**src/rtl/ahb_pkg.sv**
```systemverilog
// Shared AHB-Lite encodings and arbiter state type for the round-robin burst arbiter.
package ahb_pkg;

  typedef enum logic [1:0] {
    TR_IDLE   = 2'd0,
    TR_BUSY   = 2'd1,
    TR_NONSEQ = 2'd2,
    TR_SEQ    = 2'd3
  } htrans_e;

  typedef enum logic [2:0] {
    BU_SINGLE = 3'd0,
    BU_INCR   = 3'd1,
    BU_WRAP4  = 3'd2,
    BU_INCR4  = 3'd3,
    BU_WRAP8  = 3'd4,
    BU_INCR8  = 3'd5,
    BU_WRAP16 = 3'd6,
    BU_INCR16 = 3'd7
  } hburst_e;

  typedef enum logic [1:0] {
    RSP_OKAY  = 2'd0,
    RSP_ERROR = 2'd1,
    RSP_RETRY = 2'd2,
    RSP_SPLIT = 2'd3
  } hresp_e;

  typedef enum logic [1:0] {
    ARB    = 2'd0,
    BURST  = 2'd1,
    LOCKED = 2'd2
  } arb_state_e;

  localparam int unsigned BEAT_W = 4;

  // Remaining SEQ beats after the NONSEQ of a fixed-length burst; 0 for SINGLE/INCR.
  function automatic logic [BEAT_W-1:0] burst_beats(hburst_e b);
    case (b)
      BU_WRAP4, BU_INCR4:   burst_beats = 4'd3;
      BU_WRAP8, BU_INCR8:   burst_beats = 4'd7;
      BU_WRAP16, BU_INCR16: burst_beats = 4'd15;
      default:              burst_beats = 4'd0;
    endcase
  endfunction

endpackage

```
**src/rtl/rr_pick.sv**
```systemverilog
// Round-robin picker: first set request strictly after ptr, wrapping around to ptr itself.
module rr_pick #(
  parameter int unsigned N  = 4,
  parameter int unsigned PW = 2
) (
  input  logic [N-1:0]  req,
  input  logic [PW-1:0] ptr,
  output logic [N-1:0]  gnt,
  output logic          valid
);

  logic [N-1:0] hi_mask;
  logic [N-1:0] req_hi;
  logic         found;

  // Lower half of the doubled vector keeps only requests above ptr; upper half is unmasked.
  always_comb begin
    hi_mask = '0;
    for (int i = 0; i < int'(N); i++) begin
      hi_mask[i] = (i > int'(ptr));
    end
  end

  assign req_hi = req & hi_mask;

  always_comb begin
    gnt   = '0;
    found = 1'b0;
    for (int i = 0; i < int'(N); i++) begin
      if (!found && req_hi[i]) begin
        found  = 1'b1;
        gnt[i] = 1'b1;
      end
    end
    for (int i = 0; i < int'(N); i++) begin
      if (!found && req[i]) begin
        found  = 1'b1;
        gnt[i] = 1'b1;
      end
    end
  end

  assign valid = |req;

endmodule

```
**src/rtl/ahb_rr_burst_arbiter.sv**
```systemverilog
// Burst-aware round-robin AHB-Lite arbiter: grant never moves mid fixed burst, honours HLOCK,
// re-arbitrates on ERROR/RETRY/SPLIT and parks on DEFAULT_MASTER.
module ahb_rr_burst_arbiter
  import ahb_pkg::*;
#(
  parameter int unsigned N_MASTERS      = 4,
  parameter int unsigned MASTER_BITS    = $clog2(N_MASTERS),
  parameter int unsigned DEFAULT_MASTER = 0
) (
  input  logic                   HCLK,
  input  logic                   HRESETn,
  input  logic [N_MASTERS-1:0]   HBUSREQ,
  input  logic [N_MASTERS-1:0]   HLOCK,
  input  logic [1:0]             HTRANS,
  input  logic [2:0]             HBURST,
  input  logic                   HREADY,
  input  logic [1:0]             HRESP,
  output logic [N_MASTERS-1:0]   HGRANT,
  output logic [MASTER_BITS-1:0] HMASTER,
  output logic                   HMASTLOCK
);

  localparam logic [N_MASTERS-1:0]   DEF_GNT = N_MASTERS'(1) << DEFAULT_MASTER;
  localparam logic [MASTER_BITS-1:0] DEF_IDX = MASTER_BITS'(DEFAULT_MASTER);

  arb_state_e             state, state_nxt, eff_state;
  logic [BEAT_W-1:0]      beat_cnt, cnt_nxt, beats;
  logic [MASTER_BITS-1:0] rr_ptr, ptr_nxt, owner_idx, pick_idx;
  logic [N_MASTERS-1:0]   gnt_nxt, pick_gnt, arb_gnt;
  logic                   pick_valid, owner_req, owner_lock, abort, rearb;
  htrans_e                trans;
  hburst_e                burst;
  hresp_e                 resp;

  // Lowest set bit wins; a legal one-hot grant has exactly one.
  function automatic logic [MASTER_BITS-1:0] onehot_idx(logic [N_MASTERS-1:0] v);
    onehot_idx = DEF_IDX;
    for (int i = int'(N_MASTERS) - 1; i >= 0; i--) begin
      if (v[i]) onehot_idx = MASTER_BITS'(i);
    end
  endfunction

  assign trans      = htrans_e'(HTRANS);
  assign burst      = hburst_e'(HBURST);
  assign resp       = hresp_e'(HRESP);
  assign beats      = burst_beats(burst);
  assign owner_req  = |(HGRANT & HBUSREQ);
  assign owner_lock = |(HGRANT & HLOCK);
  assign abort      = (resp != RSP_OKAY);
  assign owner_idx  = onehot_idx(HGRANT);
  assign pick_idx   = onehot_idx(pick_gnt);
  assign arb_gnt    = pick_valid ? pick_gnt : DEF_GNT;

  rr_pick #(
    .N  (N_MASTERS),
    .PW (MASTER_BITS)
  ) u_pick (
    .req   (HBUSREQ),
    .ptr   (rr_ptr),
    .gnt   (pick_gnt),
    .valid (pick_valid)
  );

  // Next state: LOCKED tracks beats like the state it will return to, then lock overrides.
  always_comb begin
    state_nxt = state;
    cnt_nxt   = beat_cnt;
    gnt_nxt   = HGRANT;
    ptr_nxt   = rr_ptr;
    rearb     = 1'b0;
    eff_state = state;
    if (state == LOCKED) eff_state = (beat_cnt != '0) ? BURST : ARB;

    case (eff_state)
      BURST: begin
        state_nxt = BURST;
        if (trans == TR_NONSEQ && beats != '0) begin
          cnt_nxt = beats;
        end else if (trans == TR_SEQ) begin
          if (beat_cnt <= 4'd1) begin
            cnt_nxt   = '0;
            state_nxt = ARB;
            rearb     = 1'b1;
          end else begin
            cnt_nxt = beat_cnt - 4'd1;
          end
        end
      end
      default: begin
        state_nxt = ARB;
        if (trans == TR_NONSEQ && beats != '0) begin
          cnt_nxt   = beats;
          state_nxt = BURST;
        end else if (!(owner_req && trans != TR_IDLE)) begin
          rearb = 1'b1;
        end
      end
    endcase

    if (abort) begin
      cnt_nxt   = '0;
      state_nxt = ARB;
      rearb     = 1'b1;
    end

    if (owner_lock) begin
      state_nxt = LOCKED;
      rearb     = 1'b0;
    end

    if (rearb) begin
      gnt_nxt = arb_gnt;
      if (pick_valid) ptr_nxt = pick_idx;
    end
  end

  // Every register advances only on HREADY; wait states freeze the whole arbiter.
  always_ff @(posedge HCLK or negedge HRESETn) begin
    if (!HRESETn) begin
      state     <= ARB;
      beat_cnt  <= '0;
      rr_ptr    <= DEF_IDX;
      HGRANT    <= DEF_GNT;
      HMASTER   <= DEF_IDX;
      HMASTLOCK <= 1'b0;
    end else if (HREADY) begin
      state     <= state_nxt;
      beat_cnt  <= cnt_nxt;
      rr_ptr    <= ptr_nxt;
      HGRANT    <= gnt_nxt;
      HMASTER   <= owner_idx;
      HMASTLOCK <= owner_lock;
    end
  end

endmodule

```
**config.mk**
```make
export PLATFORM = sky130hd
export DESIGN_NAME = ahb_rr_burst_arbiter
export DESIGN_NICKNAME = d
export VERILOG_FILES = /design/src/rtl/ahb_pkg.sv /design/src/rtl/rr_pick.sv /design/src/rtl/ahb_rr_burst_arbiter.sv
export SDC_FILE = /design/constraint.sdc
export NUM_CORES = 1
export LEC_CHECK = 0
export BUFFER_PORTS_ARGS = -buffer_cell sky130_fd_sc_hd__buf_2
export CORE_UTILIZATION = 30
export DETAILED_ROUTE_END_ITERATION = 7
export SKIP_LAST_GASP = 1
export SLEW_MARGIN = 0
export SYNTH_ARGS = -nofsm -noshare
export SYNTH_HDL_FRONTEND = slang
export SYNTH_SLANG_ARGS = --single-unit
export TNS_END_PERCENT = 5
```
**constraint.sdc**
```tcl
create_clock -name HCLK -period 2.7 [get_ports HCLK]
set_input_delay 0.27 -clock HCLK [delete_from_list [all_inputs] [get_ports HCLK]]
set_output_delay 0.27 -clock HCLK [all_outputs]
set_load 0.03 [all_outputs]
```
==> impl.org <==
** CTS
- In this run, post-CTS repair resized a total of 0 instances.
- Depth of the CTS H-tree :: 1
- Clock latency on the worst-skew pair :: 0.27 ns
- For this design, the sink count on the clock tree is 14.
- Clock-pin slew was measured on the worst setup and hold paths at 0.08 ns.
- Post-CTS setup buffer count :: 0
- Clk buf depth :: 2
- Number of CTS-inserted buffers :: 3
- The number of hold buffers added after CTS was 1.
- Buffer cell driving the clock tree root :: sky130_fd_sc_hd__clkbuf_4
- TritonCTS built the clock tree.

** Pwr
- Combinational share of power :: 0.528
- Int Pwr :: 0.000650 W
- LEAKAGE :: 0.542 nW
- Maximum vdd drop :: 0.404 mV
- Of the total power, the clock network draws 0.128.
- Of the total power, registers draw 0.344.
- Power spread over the standard cell area amounts to 978 nW/um2.
- Total power for the finished layout comes to 0.00116 W.
- Of the total power, the share spent switching nets is 0.441.
- For this design the total switching power over the nets is 0.000514 W.

** Yosys
- Fraction of synthesized cell area in xor and xnor cells :: 0.00893
- Of the total synthesized cell area, the portion taken by AND, OR, NAND and NOR gates is 0.170.
- Syn_area_per_cell :: 9.43 um2
- Register bit count reported by yosys :: 14
- When the netlist entered floorplanning its net count stood at 124.
- Instance count of the mapped netlist :: 104
- Combinational family with the most area after synthesis :: compound AO/OA/AOI/OAI gates
- The share of synthesized area in the top cell type comes to 0.332.
- Number of distinct library cell variants in the gate-level netlist after synthesis :: 39
- The synthesized netlist occupies a cell area of 981 um2.
- Mux contribution to synthesized area :: 0.135
- The post-synthesis compound-gate area fraction was 0.264.
- Top cells by area in the synthesized netlist :: sky130_fd_sc_hd__dfrtp_1, sky130_fd_sc_hd__mux2_4, sky130_fd_sc_hd__mux2i_1, sky130_fd_sc_hd__o21ai_0, sky130_fd_sc_hd__nor2_1
- Of the synthesized area, sequential elements account for 0.358.
- Adder-Cell Fraction of Synth Area :: 0.0255
- Cell accounting for the most synthesized area :: sky130_fd_sc_hd__dfrtp_1
- Ys Warns :: 0

** Floorplan
- The core region is 3080 um2.
- 25 I/O pins were placed.
- In this run the core area contains 20 standard-cell rows.
- The floorplan step defined a die boundary enclosing 3500 um2.
- Initial Utilization :: 0.319
- DIE HEIGHT :: 59.2 um
- The floorplan step set the die width to 59.2 um.

** Place
- After legalization and detailed placement, the total HPWL measured 1.82 mm.
- Number of buffers added on ports :: 23
- After detailed placement, the design holds a cell count of 169.
- Final Wtd Congestion :: 0.814

** Route
- Wirelength per Cell :: 13.3 um
- DR vias :: 898
- Post-detailed-route via-to-cell ratio :: 5.16
- Total DRC errors in the routed layout :: 0
- In this run the remaining antenna-violating nets after routing total 0.
- The routed design has 2.32 mm of wire.
- Number of design-rule violations left by the first detailed-router iteration :: 23
- Router iterations before antenna repair :: 4

** Worst setup path
- Measured in cells, the most critical reg-to-reg path has a length of 7.
- Crit-path max cell delay :: 0.42 ns
- The most critical setup path has its startpoint at beat_cnt[0]$_DFFE_PN0P_.
- Startpoint of the lowest-slack register-to-register path :: beat_cnt[0]$_DFFE_PN0P_
- For the worst setup path, the data required time is 2.87 ns.
- Along the worst path, the maximum fanout reaches 5.
- Counting buffers and inverters, the worst setup path is 7 cells deep.
- The critical path in this run is classified as reg2reg.
- Setup slack on the worst flop-to-flop path :: 0.63 ns
- Slowest stage cell on the critical path :: sky130_fd_sc_hd__dfrtp_1
- The endpoint identified for the worst register-to-register timing path is HGRANT[1]$_DFFE_PN0P_.
- Endpoint type of the worst setup path :: flop
- End point of the critical path :: HGRANT[1]$_DFFE_PN0P_
- The cell family contributing the most delay on the critical path is compound AO/OA/AOI/OAI gates.
- Data arrives at the worst endpoint at 2.23 ns.
- Total buffers and inverters traversed by the critical path :: 1
- CP Launch Type :: flop
- The critical path goes through inv_1 -> ha_1 -> nor2_1 -> nor3_1 -> o211ai_1 -> a31o_4 -> mux2_4.

** Cells and area
- The number of antenna diodes in the final layout is 0.
- The finished layout holds 174 standard cells, fillers aside.
- Of the cells placed in the final design, the portion with a size suffix greater than 1 is 0.315.
- Number of nets in the final layout :: 151
- Area growth from synthesis to layout :: 21.3%
- Leaving out fill and tap cells, the most frequent cell in the layout is sky130_fd_sc_hd__buf_2.
- Leaving out fill and tap cells, the most frequent cells in the layout are sky130_fd_sc_hd__buf_2, sky130_fd_sc_hd__dfrtp_1, sky130_fd_sc_hd__nor2_1.

** Timing
- Hold violation count in the final report :: 0
- Setup repair after global routing left no endpoint under its margin.
- Based on the critical path, the design can be clocked at up to 484 MHz.
- At the pin with the least slew margin, the transition time is 0.598 ns.
- Post-layout minimum cycle time :: 2.07 ns
- Maximum clock skew at final layout :: 0.000900 ns
- Max-slew violation total from the final report :: 0
- Measured against its own limit, the worst slew margin works out to 0.600.
- Final cycle utilization of the critical path :: 0.765
- Number of setup violations in the final report :: 0
- Accumulated negative setup slack :: 0 ns

** Run status
- Run status :: finished clean

** Worst hold path
- In this run the most critical hold path is launched from HTRANS[1].
- The tightest min-delay check is of the in2reg type.

** GRT
- Via count of the first global-routing pass :: 921
- The number of antenna violations at the first check in global routing was 0.
- The first global-routing pass estimated 4.01 mm of wire.
- Summed over all layers, the global routing overflow is 0.
- In the global route stage, overall resource usage came out at 0.154.
- Largest net degree at the start of global routing :: 15

** Run
- Max-cap check violation count :: 0
metal layers:
layer,vias to the layer above,share of wire,routed length [um],track usage
met4,0,0.011,25,0.0646
li1,441,-,-,-
met3,4,0.037,85,0.0328
met1,432,0.46,1080,0.188
met2,21,0.49,1130,0.260
met5,-,0,0,0
cell families after synthesis:
kind of cell / after synthesis
multiplexers: 11
AO/OA/AOI/OAI: 34
flip-flops: 14
buffers and inverters: 10
AND/OR/NAND/NOR: 32
adder cells (fa/ha/maj): 2
XOR/XNOR: 1
synth_stat cells:
cell / instances
sky130_fd_sc_hd__inv_1: 8
sky130_fd_sc_hd__nand3_1: 5
sky130_fd_sc_hd__a211oi_1: 1
sky130_fd_sc_hd__a2bb2oi_2: 1
sky130_fd_sc_hd__mux2_2: 2
sky130_fd_sc_hd__nor3b_1: 1
sky130_fd_sc_hd__o21a_1: 1
sky130_fd_sc_hd__o21ba_2: 1
sky130_fd_sc_hd__a21boi_0: 1
sky130_fd_sc_hd__mux2i_1: 5
sky130_fd_sc_hd__a31o_2: 1
sky130_fd_sc_hd__nor3_1: 3
sky130_fd_sc_hd__nor4_1: 1
sky130_fd_sc_hd__mux2_4: 4
sky130_fd_sc_hd__dfstp_2: 1
sky130_fd_sc_hd__a31oi_1: 1
sky130_fd_sc_hd__a221oi_1: 1
sky130_fd_sc_hd__a311oi_2: 1
sky130_fd_sc_hd__o211a_1: 1
sky130_fd_sc_hd__a222oi_1: 1
sky130_fd_sc_hd__o32ai_1: 1
sky130_fd_sc_hd__nor2_1: 10
sky130_fd_sc_hd__nand2_1: 7
sky130_fd_sc_hd__nor2b_1: 1
sky130_fd_sc_hd__clkbuf_1: 2
sky130_fd_sc_hd__a22o_1: 1
sky130_fd_sc_hd__o22ai_1: 2
sky130_fd_sc_hd__a31o_4: 1
sky130_fd_sc_hd__o211ai_1: 3
sky130_fd_sc_hd__xnor2_1: 1
sky130_fd_sc_hd__ha_1: 2
sky130_fd_sc_hd__and3_1: 2
sky130_fd_sc_hd__dfrtp_1: 13
sky130_fd_sc_hd__nor4b_4: 1
sky130_fd_sc_hd__o21ai_0: 9
sky130_fd_sc_hd__and2_1: 1
sky130_fd_sc_hd__o22a_1: 1
sky130_fd_sc_hd__o21ai_2: 1
sky130_fd_sc_hd__a21oi_1: 4
per-stage QoR:
step | setup WS, ns | utilization | instance area [um2] | hold slack, ns
CTS | 0.639 | 0.387 | 1190 | 0.283
finish | 0.633 | 0.387 | 1190 | 0.295
global placement | 0.661 | 0.372 | 1140 | 0.185
global route | 0.445 | 0.387 | 1190 | 0.335
detailed placement | 0.669 | 0.372 | 1140 | 0.194
floorplan | 0.822 | - | 981 | -0.0256
flip-flops by register name, indices dropped and copies added, names as in the netlist:
name	flops
beat_cnt	4
HMASTER	2
state	1
HMASTLOCK	1
rr_ptr	2
HGRANT	4
area by class of cell:
cell class | instances | area (um2)
sequential | 14 | 352
fill | 331 | 1890
multi-input combinational | 80 | 592
clock buffer | 4 | 36.3
timing repair buffer | 24 | 125
tap | 44 | 55.1
inverter | 8 | 30.0
how the worst min path moves through the flow:
stage,slack (ns),cells past startpoint,to
floorplan,-0.03,0,HGRANT[1]$_DFFE_PN0P_
global placement,0.19,1,beat_cnt[3]$_DFFE_PN0P_
detailed placement,0.19,1,beat_cnt[3]$_DFFE_PN0P_
CTS,0.28,3,beat_cnt[3]$_DFFE_PN0P_
global route,0.33,3,beat_cnt[3]$_DFFE_PN0P_
finish,0.29,3,beat_cnt[3]$_DFFE_PN0P_
power by group through the flow:
stage          Combinational [W]  Sequential [W]  Clock [W]
3_3_place_gp            0.000598        0.000396          0
4_1_cts                 0.000619        0.000398   0.000155
3_5_place_dp            0.000616        0.000401          0
5_1_grt                 0.000682        0.000416   0.000163
2_1_floorplan           0.000384        0.000475          0
6_report                0.000615        0.000401   0.000149
worst reg2reg max path: cells and delay by family, from the launching register on:
kind,cells,cell delay [ns]
AO/OA/AOI/OAI,2,0.56
flip-flops,1,0.42
AND/OR/NAND/NOR,2,0.35
multiplexers,1,0.30
adder cells (fa/ha/maj),1,0.25
buffers and inverters,1,0.09
No activity file was read; power rests on OpenSTA's default activity.
